**config.mk**
```make
export PLATFORM = sky130hd
export DESIGN_NAME = usb_rx_rcu
export DESIGN_NICKNAME = d
export VERILOG_FILES = /design/src/rtl/usb_rx_pkg.sv /design/src/rtl/usb_rx_rcu_pid_decode.sv /design/src/rtl/usb_rx_rcu.sv
export SDC_FILE = /design/constraint.sdc
export NUM_CORES = 1
export LEC_CHECK = 0
export BUFFER_PORTS_ARGS = -buffer_cell sky130_fd_sc_hd__buf_2
export CORE_ASPECT_RATIO = 1.2
export CORE_MARGIN = 2
export CORE_UTILIZATION = 49
export CTS_CLUSTER_SIZE = 25
export DETAILED_ROUTE_END_ITERATION = 12
export PLACE_DENSITY_LB_ADDON = 0.15
export SYNTH_ARGS = -nofsm -noshare
export SYNTH_HDL_FRONTEND = slang
export SYNTH_SLANG_ARGS = --single-unit
```
**constraint.sdc**
```tcl
create_clock -name clk -period 1.6 [get_ports clk]
set_input_delay 0.32 -clock clk [delete_from_list [all_inputs] [get_ports clk]]
set_output_delay 0.32 -clock clk [all_outputs]
set_load 0.05 [all_outputs]
```
**src/rtl/usb_rx_pkg.sv**
```systemverilog
// Shared types and constants for the USB receive control unit.
package usb_rx_pkg;

  localparam int unsigned CNT_W = 7;

  typedef enum logic [2:0] {
    IDLE,
    SYNC,
    PID,
    DATA,
    EOP_WAIT,
    DONE,
    ERR,
    ERR_EOP
  } state_t;

  // Decoded packet codes presented on rx_packet
  localparam logic [2:0] RX_NONE  = 3'd0;
  localparam logic [2:0] RX_OUT   = 3'd1;
  localparam logic [2:0] RX_IN    = 3'd2;
  localparam logic [2:0] RX_DATA0 = 3'd3;
  localparam logic [2:0] RX_DATA1 = 3'd4;
  localparam logic [2:0] RX_ACK   = 3'd5;
  localparam logic [2:0] RX_NAK   = 3'd6;
  localparam logic [2:0] RX_UNSUP = 3'd7;

  // PID low nibbles as they arrive in rcv_byte
  localparam logic [3:0] PID_OUT   = 4'b0001;
  localparam logic [3:0] PID_IN    = 4'b1001;
  localparam logic [3:0] PID_DATA0 = 4'b0011;
  localparam logic [3:0] PID_DATA1 = 4'b1011;
  localparam logic [3:0] PID_ACK   = 4'b0010;
  localparam logic [3:0] PID_NAK   = 4'b1010;

endpackage

```
**src/rtl/usb_rx_rcu_pid_decode.sv**
```systemverilog
// PID byte check (high nibble must complement low nibble) and code mapping.
module usb_pid_decode
  import usb_rx_pkg::*;
(
  input  logic [7:0] pid_byte,
  output logic       valid_c,
  output logic [2:0] code_c
);

  always_comb begin
    valid_c = (pid_byte[7:4] == ~pid_byte[3:0]);
    case (pid_byte[3:0])
      PID_OUT:   code_c = RX_OUT;
      PID_IN:    code_c = RX_IN;
      PID_DATA0: code_c = RX_DATA0;
      PID_DATA1: code_c = RX_DATA1;
      PID_ACK:   code_c = RX_ACK;
      PID_NAK:   code_c = RX_NAK;
      default:   code_c = RX_UNSUP;
    endcase
  end

endmodule

```
**src/rtl/usb_rx_rcu.sv**
```systemverilog
// USB receive control unit: tracks packet framing, decodes the PID and
// steers DATA payload bytes into the receive FIFO.
module usb_rx_rcu
  import usb_rx_pkg::*;
#(
  parameter int unsigned MAX_BYTES = 66,
  parameter logic [7:0]  SYNC_BYTE = 8'h80
) (
  input  logic       clk,
  input  logic       rst,
  input  logic       d_edge,
  input  logic       eop,
  input  logic       byte_received,
  input  logic [7:0] rcv_byte,
  input  logic       fifo_full,
  output logic       rcving,
  output logic       clear,
  output logic       flush,
  output logic       w_enable,
  output logic [2:0] rx_packet,
  output logic       rx_done,
  output logic       r_error
);

  state_t           state, next_state;
  logic [CNT_W-1:0] byte_count, next_count;
  logic [2:0]       next_packet;
  logic             next_error, next_clear, next_flush, next_wen, next_done;
  logic             pid_valid_c;
  logic [2:0]       pid_code_c;

  usb_pid_decode u_pid (
    .pid_byte (rcv_byte),
    .valid_c  (pid_valid_c),
    .code_c   (pid_code_c)
  );

  always_ff @(posedge clk or posedge rst) begin
    if (rst) begin
      state      <= IDLE;
      byte_count <= '0;
      rx_packet  <= RX_NONE;
      r_error    <= 1'b0;
      rcving     <= 1'b0;
      clear      <= 1'b0;
      flush      <= 1'b0;
      w_enable   <= 1'b0;
      rx_done    <= 1'b0;
    end else begin
      state      <= next_state;
      byte_count <= next_count;
      rx_packet  <= next_packet;
      r_error    <= next_error;
      rcving     <= (next_state != IDLE);
      clear      <= next_clear;
      flush      <= next_flush;
      w_enable   <= next_wen;
      rx_done    <= next_done;
    end
  end

  // eop is always tested before byte_received so a coincident byte is dropped
  always_comb begin
    next_state  = state;
    next_count  = byte_count;
    next_packet = rx_packet;
    next_error  = r_error;
    next_clear  = 1'b0;
    next_flush  = 1'b0;
    next_wen    = 1'b0;
    next_done   = 1'b0;

    case (state)
      IDLE: begin
        if (d_edge) begin
          next_state  = SYNC;
          next_clear  = 1'b1;
          next_packet = RX_NONE;
          next_error  = 1'b0;
        end
      end
      SYNC: begin
        if (eop) begin
          next_state = ERR;
        end else if (byte_received) begin
          if (rcv_byte == SYNC_BYTE) begin
            next_state = PID;
            next_flush = 1'b1;
          end else begin
            next_state = ERR;
          end
        end
      end
      PID: begin
        if (eop) begin
          next_state = ERR;
        end else if (byte_received) begin
          if (!pid_valid_c) begin
            next_state = ERR;
          end else begin
            next_packet = pid_code_c;
            case (pid_code_c)
              RX_DATA0, RX_DATA1: begin
                next_state = DATA;
                next_count = '0;
              end
              RX_OUT, RX_IN, RX_ACK, RX_NAK: next_state = EOP_WAIT;
              default:                       next_state = ERR;
            endcase
          end
        end
      end
      DATA: begin
        if (eop) begin
          next_state = (byte_count >= CNT_W'(2)) ? DONE : ERR;
        end else if (byte_received) begin
          if (fifo_full || (byte_count >= CNT_W'(MAX_BYTES))) begin
            next_state = ERR;
          end else begin
            next_wen   = 1'b1;
            next_count = byte_count + CNT_W'(1);
          end
        end
      end
      EOP_WAIT: begin
        if (eop) begin
          next_state = DONE;
        end else if (byte_received) begin
          next_state = ERR;
        end
      end
      DONE:    if (!eop) next_state = IDLE;
      ERR:     if (eop) next_state = ERR_EOP;
      ERR_EOP: if (!eop) next_state = IDLE;
      default: next_state = IDLE;
    endcase

    // Entry-only effects
    if ((next_state == ERR) && (state != ERR)) next_error = 1'b1;
    if ((next_state == DONE) && (state != DONE)) next_done = 1'b1;
  end

endmodule

```
* After elaboration in Yosys (flattened, before gate mapping)
Index checks and enable logic that the tools add are counted.
** Operators by class
- Order comparisons :: 2
- Muxes and demuxes :: 45
- Bitwise gates (word level) :: 1
- Add/sub/neg operators :: 1
- Reductions and logical operators :: 15
- Equal/unequal tests :: 33
** Operators by type and width (count)
- two-way mux 3 bit :: 18
- two-way mux 7 bit :: 7
- == test 3 bit (second input constant) :: 9
- one-hot mux 3 bit (7 select lines) :: 1
- one-hot mux 3 bit (6 select lines) :: 1
- != test 2 bit (second input constant) :: 8
- two-way mux 1 bit :: 14
- one-hot mux 7 bit (2 select lines) :: 1
- == test 3 x 2 -> 1 bit (second input constant) :: 4
- == test 4 bit (second input constant) :: 3
- one-hot mux 3 bit (2 select lines) :: 2
- == test 4 x 2 -> 1 bit (second input constant) :: 2
- == test 8 bit (second input constant) :: 1
- AND reduction 8 bit :: 1
- nonzero test 2 bit :: 4
- adder 7 x 1 -> 7 bit (second input constant) :: 1
- >= comparator 7 x 2 -> 1 bit (second input constant) :: 1
- >= comparator 7 bit (second input constant) :: 1
- == test 3 x 1 -> 1 bit (second input constant) :: 2
- != test 3 bit (second input constant) :: 2
- AND reduction 5 bit :: 1
- == test 4 x 1 -> 1 bit (second input constant) :: 1
- == test 4 bit :: 1
- inverter 4 bit :: 1
- 8 further kinds :: 10
** Storage, ports and cells
- Input port bits :: 14
- Register bits after elaboration :: 19
- Word-level logic and storage cells :: 106

* Depth between registers and ports, before layout
- Depth after elaboration :: 13
- Depth in mapped cells :: 12
- Gate-level depth less buffers :: 11

* Cells and area by module
Synthesis repeated with hierarchy kept, for this count alone.
** Unflattened totals
- Cells, all modules :: 144
- Area total of the unflattened synthesis :: 1276.2 um^2
** By module, submodules not included
- usb_rx_rcu :: seq. area each 475.5 um^2, cells an instance 130, times used 1, area each 1179.9 um^2
- usb_pid_decode :: seq. area each 0.0 um^2, cells an instance 14, times used 1, area each 96.3 um^2

* Worst setup path before layout
Ideal clock, no wire load.
- Path kind :: in2reg
- Start point :: input rcv_byte[0]
- End point :: register r_error
- Data arrival time :: 2.132 ns
- Setup slack :: -0.642 ns
- Cell stages on the path :: 10
- Setup time :: 0.110 ns
- Cell sequence :: clkbuf_1 nor2_1 nor3b_1 inv_1 ha_1 and4_4 o21a_1 o221ai_2 a21oi_2 o41ai_1
** Between the ends
- Word-level cells in the longest chain between the ends :: 13
** Ends and longest elaborated chain
- start, declared :: line usb_rx_rcu.sv:14 : input logic [7:0] rcv_byte,
- == test 4 bit, or another cell as far along :: line usb_rx_rcu_pid_decode.sv:12 : case (pid_byte[3:0])
- one-hot mux 3 bit (6 select lines) :: line usb_rx_rcu_pid_decode.sv:12
- == test 3 x 1 -> 1 bit, or another cell as far along :: line usb_rx_rcu.sv:102 : case (pid_code_c)
- OR reduction 4 bit / OR reduction 2 bit (equally long branches) :: line usb_rx_rcu.sv:102
- one-hot mux 3 bit (2 select lines) :: line usb_rx_rcu.sv:102
- two-way mux 3 bit :: line usb_rx_rcu.sv:98 : if (!pid_valid_c) begin
- two-way mux 3 bit :: line usb_rx_rcu.sv:97 : end else if (byte_received) begin
- two-way mux 3 bit :: line usb_rx_rcu.sv:95 : if (eop) begin
- one-hot mux 3 bit (7 select lines) (*) :: line usb_rx_rcu.sv:73 : case (state)
- == test 3 bit (*) :: line usb_rx_rcu.sv:139 : if ((next_state == ERR) && (state != ERR)) next_error = 1'b1;
- logical AND 1 bit (*) :: line usb_rx_rcu.sv:139
- nonzero test 2 bit (no source line)
- AND reduction 2 bit (no source line)
- end signal, assigned :: line usb_rx_rcu.sv:53 : r_error <= next_error;
- end, declared :: line usb_rx_rcu.sv:22 : output logic r_error
Every way passes the cells marked *; elsewhere a longest branch is shown, timed or not.
A chain may end at the register's enable or synchronous reset.

* Worst setup path after layout
- Start point :: input rcv_byte[3]
- End point :: register r_error
The elaborated chain is that of the path after synthesis.

==> metrics.md <==
| Metric | Value |
|---|---|
| Status | complete, but fails checks |
| Failing checks | setup timing |
| Share of layout cells above drive strength 1 | 57.75% |
| IO Count | 23 |
| Max_cap viols | 0 |
| Cell Pwr Density | 1367 nW/um^2 |
| Post-synthesis xor/xnor area fraction | 6.269% |
| Tmin final | 1.925 ns |
| Hold Crit Depth | 4 |
| CP Max Fanout | 4 |
| Vias in the first global route | 1394 |
| Placed Area | 1725 sq um |
| Post-Syn Area | 1257 sq um |
| Total congestion overflow | 0 |
| Startpoint types | primary input |
| Final WS setup | -0.3254 ns |
| DR WL/cell | 15.19 um |
| Largest cells by area after synthesis | dfrtp_1 (38%), nor2_1 (4.8%), ha_1 (4.0%) |
| RSZ-0062 raised after global routing | true |
| CP max stage delay | 0.27 ns |
| First-pass GRT wire length | 6.092 mm |
| Main combinational cell family by area after synthesis | simple AND/OR/NAND/NOR gates |
| DRT Pass-1 Iters | 4 |
| Max Slew Vio Count | 0 |
| Setup violations, final | 16 |
| Initial antenna violation count | 0 |
| Placer congestion estimate | 0.8624 |
| Fin Clk Skew | 0.002712 ns |
| Syn nets | 151 |
| # DRC | 0 |
| Crit path cell chain | buf_8, nor3b_4, a21oi_2, nor2_2, ha_2, inv_2, a31oi_1, buf_4, nor2_4, nand4_1, a22oi_2, buf_4, o41ai_4 |
| Diode count | 0 |
| Top-count cell post-synth | dfrtp_1 |
| CTS tree | yes |
| Final period utilization | 120.3% |
| Worst R2R End | rx_done |
| Final Power | 2.784 mW |
| Synthesized instance count | 133 |
| Post-Synth Adder-Cell Area | 3.980% |
| Area Growth Syn to Fin | 61.99% |
| Final Hold Vio Count | 0 |
| Initial Utilization | 50.76% |
| YS warnings | 0 |
| Register area share after synthesis | 37.81% |
| HP Start | byte_received |
| GRT Total Usage | 27.00% |
| Final non-filler cell total | 246 |
| Cts bufs inserted | 3 |
| Port bufs | 22 |
| CTS Buffer Depth | 2 |
| Via density | 5.309 |
| Cell family with most CP delay | compound AO/OA/AOI/OAI gates |
| Slowest CP cell | o41ai_4 |
| FF-to-FF setup slack | -0.24 ns |
| Min Hold Slack | 0.4128 ns |
| Largest net degree at the start of global routing | 14 |
| Main synth FF type | dfrtp_1 |
| Post-synthesis average cell area | 9.455 sq um |
| Leak Pwr | 0.9775 nW |
| Clock Latency Late Sink | 0.30 ns |
| VDD IR max | 1.360 mV |
| Hpwl dp | 2.407 mm |
| Netlist cell types | 43 |
| WHS Endpoint | state[2] |
| Die area | 2989 sq um |
| Row Count | 20 |
| Fin nets | 232 |
| Htree depth | 1 |
| Post-Synth Simple-Gate Area | 25.97% |
| Routed via count | 1306 |
| Clk slew on worst S/H paths | 0.11 ns |
| Root buf cell | clkbuf_4 |
| DRT antenna net count | 0 |
| Reg2reg start | state[0] |
| CP Capture Type | flip-flop |
| Top cell type's share of synthesized area | 37.81% |
| Number of synthesized register bits | 19 |
| Setup TNS | -2.274 ns |
| Hold WC Path Type | primary input to flip-flop |
| EDFF count, synth | 0 |
| Mux share of post-synthesis cell area | 5.075% |
| Critical path buffers and inverters | 4 |
| Asr flop ratio synth | 100.0% |
| Detailed Route WL | 3.737 mm |
| Cells on worst reg2reg path | 8 |
| FMAX | 519.4 MHz |
| Die width | 50.25 um |
| Dominant cell type by area after synthesis | dfrtp_1 |
| Complex-gate fraction of the synthesized area | 14.23% |
| CP Class | primary input to flip-flop |
| Worst path arrival time | 2.13 ns |
| Slew HR | 71.70% |
| CTS sink cnt | 19 |
| Placed insts | 227 |
| 1st-iter DRT viols | 25 |
| Synth cell count leaders | dfrtp_1 (19), nor2_1 (16), inv_1 (11) |
| Post-route cell area | 2037 sq um |
| Most Frequent Cell on Critical Path | buf_4 |
| CP Launch Point | rcv_byte[3] |
| Slew @ Worst Pin | 0.4212 ns |
| Worst EP required | 1.80 ns |
| DIE HEIGHT | 59.50 um |
| Core Box Area | 2477 sq um |
[kinds of logic after synthesis]
logic type | after synthesis
AND/OR/NAND/NOR | 55
adder cells (fa/ha/maj) | 4
buffers and inverters | 17
AO/OA/AOI/OAI | 23
XOR/XNOR | 9
flip-flops | 19
multiplexers | 6
[layer usage]
layer / vias to the layer above / track usage [%] / wire length (um)
li1: 635 / - / -
met1: 640 / 29.44 / 1446
met2: 24 / 52.44 / 2124
met3: 7 / 4.040 / 110
met4: 0 / 9.127 / 55
met5: - / 0 / 0
[cell usage in the layout, fill, tap and decap left out, types with 3 or more instances in the layout]
| cell | n |
|---|---|
| inv_2 | 3 |
| nor2_4 | 3 |
| buf_6 | 4 |
| buf_4 | 55 |
| nand2b_1 | 3 |
| nand2_1 | 4 |
| nor3_1 | 5 |
| nor2_1 | 13 |
| mux2_4 | 3 |
| xnor2_1 | 4 |
| dfrtp_1 | 18 |
| nor3_2 | 3 |
| buf_2 | 19 |
| xor2_1 | 4 |
| mux2i_1 | 3 |
| o21ai_0 | 4 |
| nand4_1 | 3 |
| inv_1 | 9 |
| clkbuf_4 | 3 |
[power by group]
group	leakage, nW	internal (mW)	switching, mW	total (mW)
combinational	0.719	0.865	0.982	1.85
sequential	0.244	0.612	0.0791	0.691
clock	0.0150	0.0971	0.148	0.245
total	0.977	1.57	1.21	2.78
[what timing repair did]
| item | 4_1_cts | 5_1_grt |
|---|---|---|
| setup buffers | 13 | 2 |
| pin swaps | 16 | 13 |
| gates resized for setup | 27 | 13 |
| endpoints found under the hold margin | 6 | 0 |
| setup endpoints to repair | 16 | 16 |
| hold buffers | 1 | 0 |
[metrics by stage]
step	util (%)	worst slack [ns]
floorplan	-	-0.4574
global placement	69.65	-0.5596
detailed placement	69.65	-0.6458
CTS	79.49	-0.1988
global route	82.22	-0.4460
finish	82.22	-0.3254
[registers in the layout (all words and copies together), names as in the netlist]
name / count
byte_count: 7
rx_packet: 3
clear: 1
w_enable: 1
rcving: 1
rx_done: 1
state: 3
flush: 1
r_error: 1
[cell type report]
type,count,area (sq um)
inverter,12,45.04
fill,141,440.4
timing repair buffer,81,593.1
sequential,19,476.7
tap,33,41.29
multi-input combinational,97,854.6
clock buffer,4,26.28
[tightest hold or removal path: cells and delay by family]
kind / cells / cell delay, ns
buffers and inverters: 3 / 0.28
AO/OA/AOI/OAI: 1 / 0.09
[how the worst max path moves through the flow]
| stage | cells past startpoint | slack [ns] | endpoint |
|---|---|---|---|
| CTS | 7 | -0.20 | rx_done |
| floorplan | 12 | -0.46 | rx_done |
| finish | 13 | -0.33 | r_error |
| detailed placement | 12 | -0.65 | rx_done |
| global placement | 12 | -0.56 | rx_done |
| global route | 12 | -0.45 | rx_done |
(Power assumes the default switching activity.)
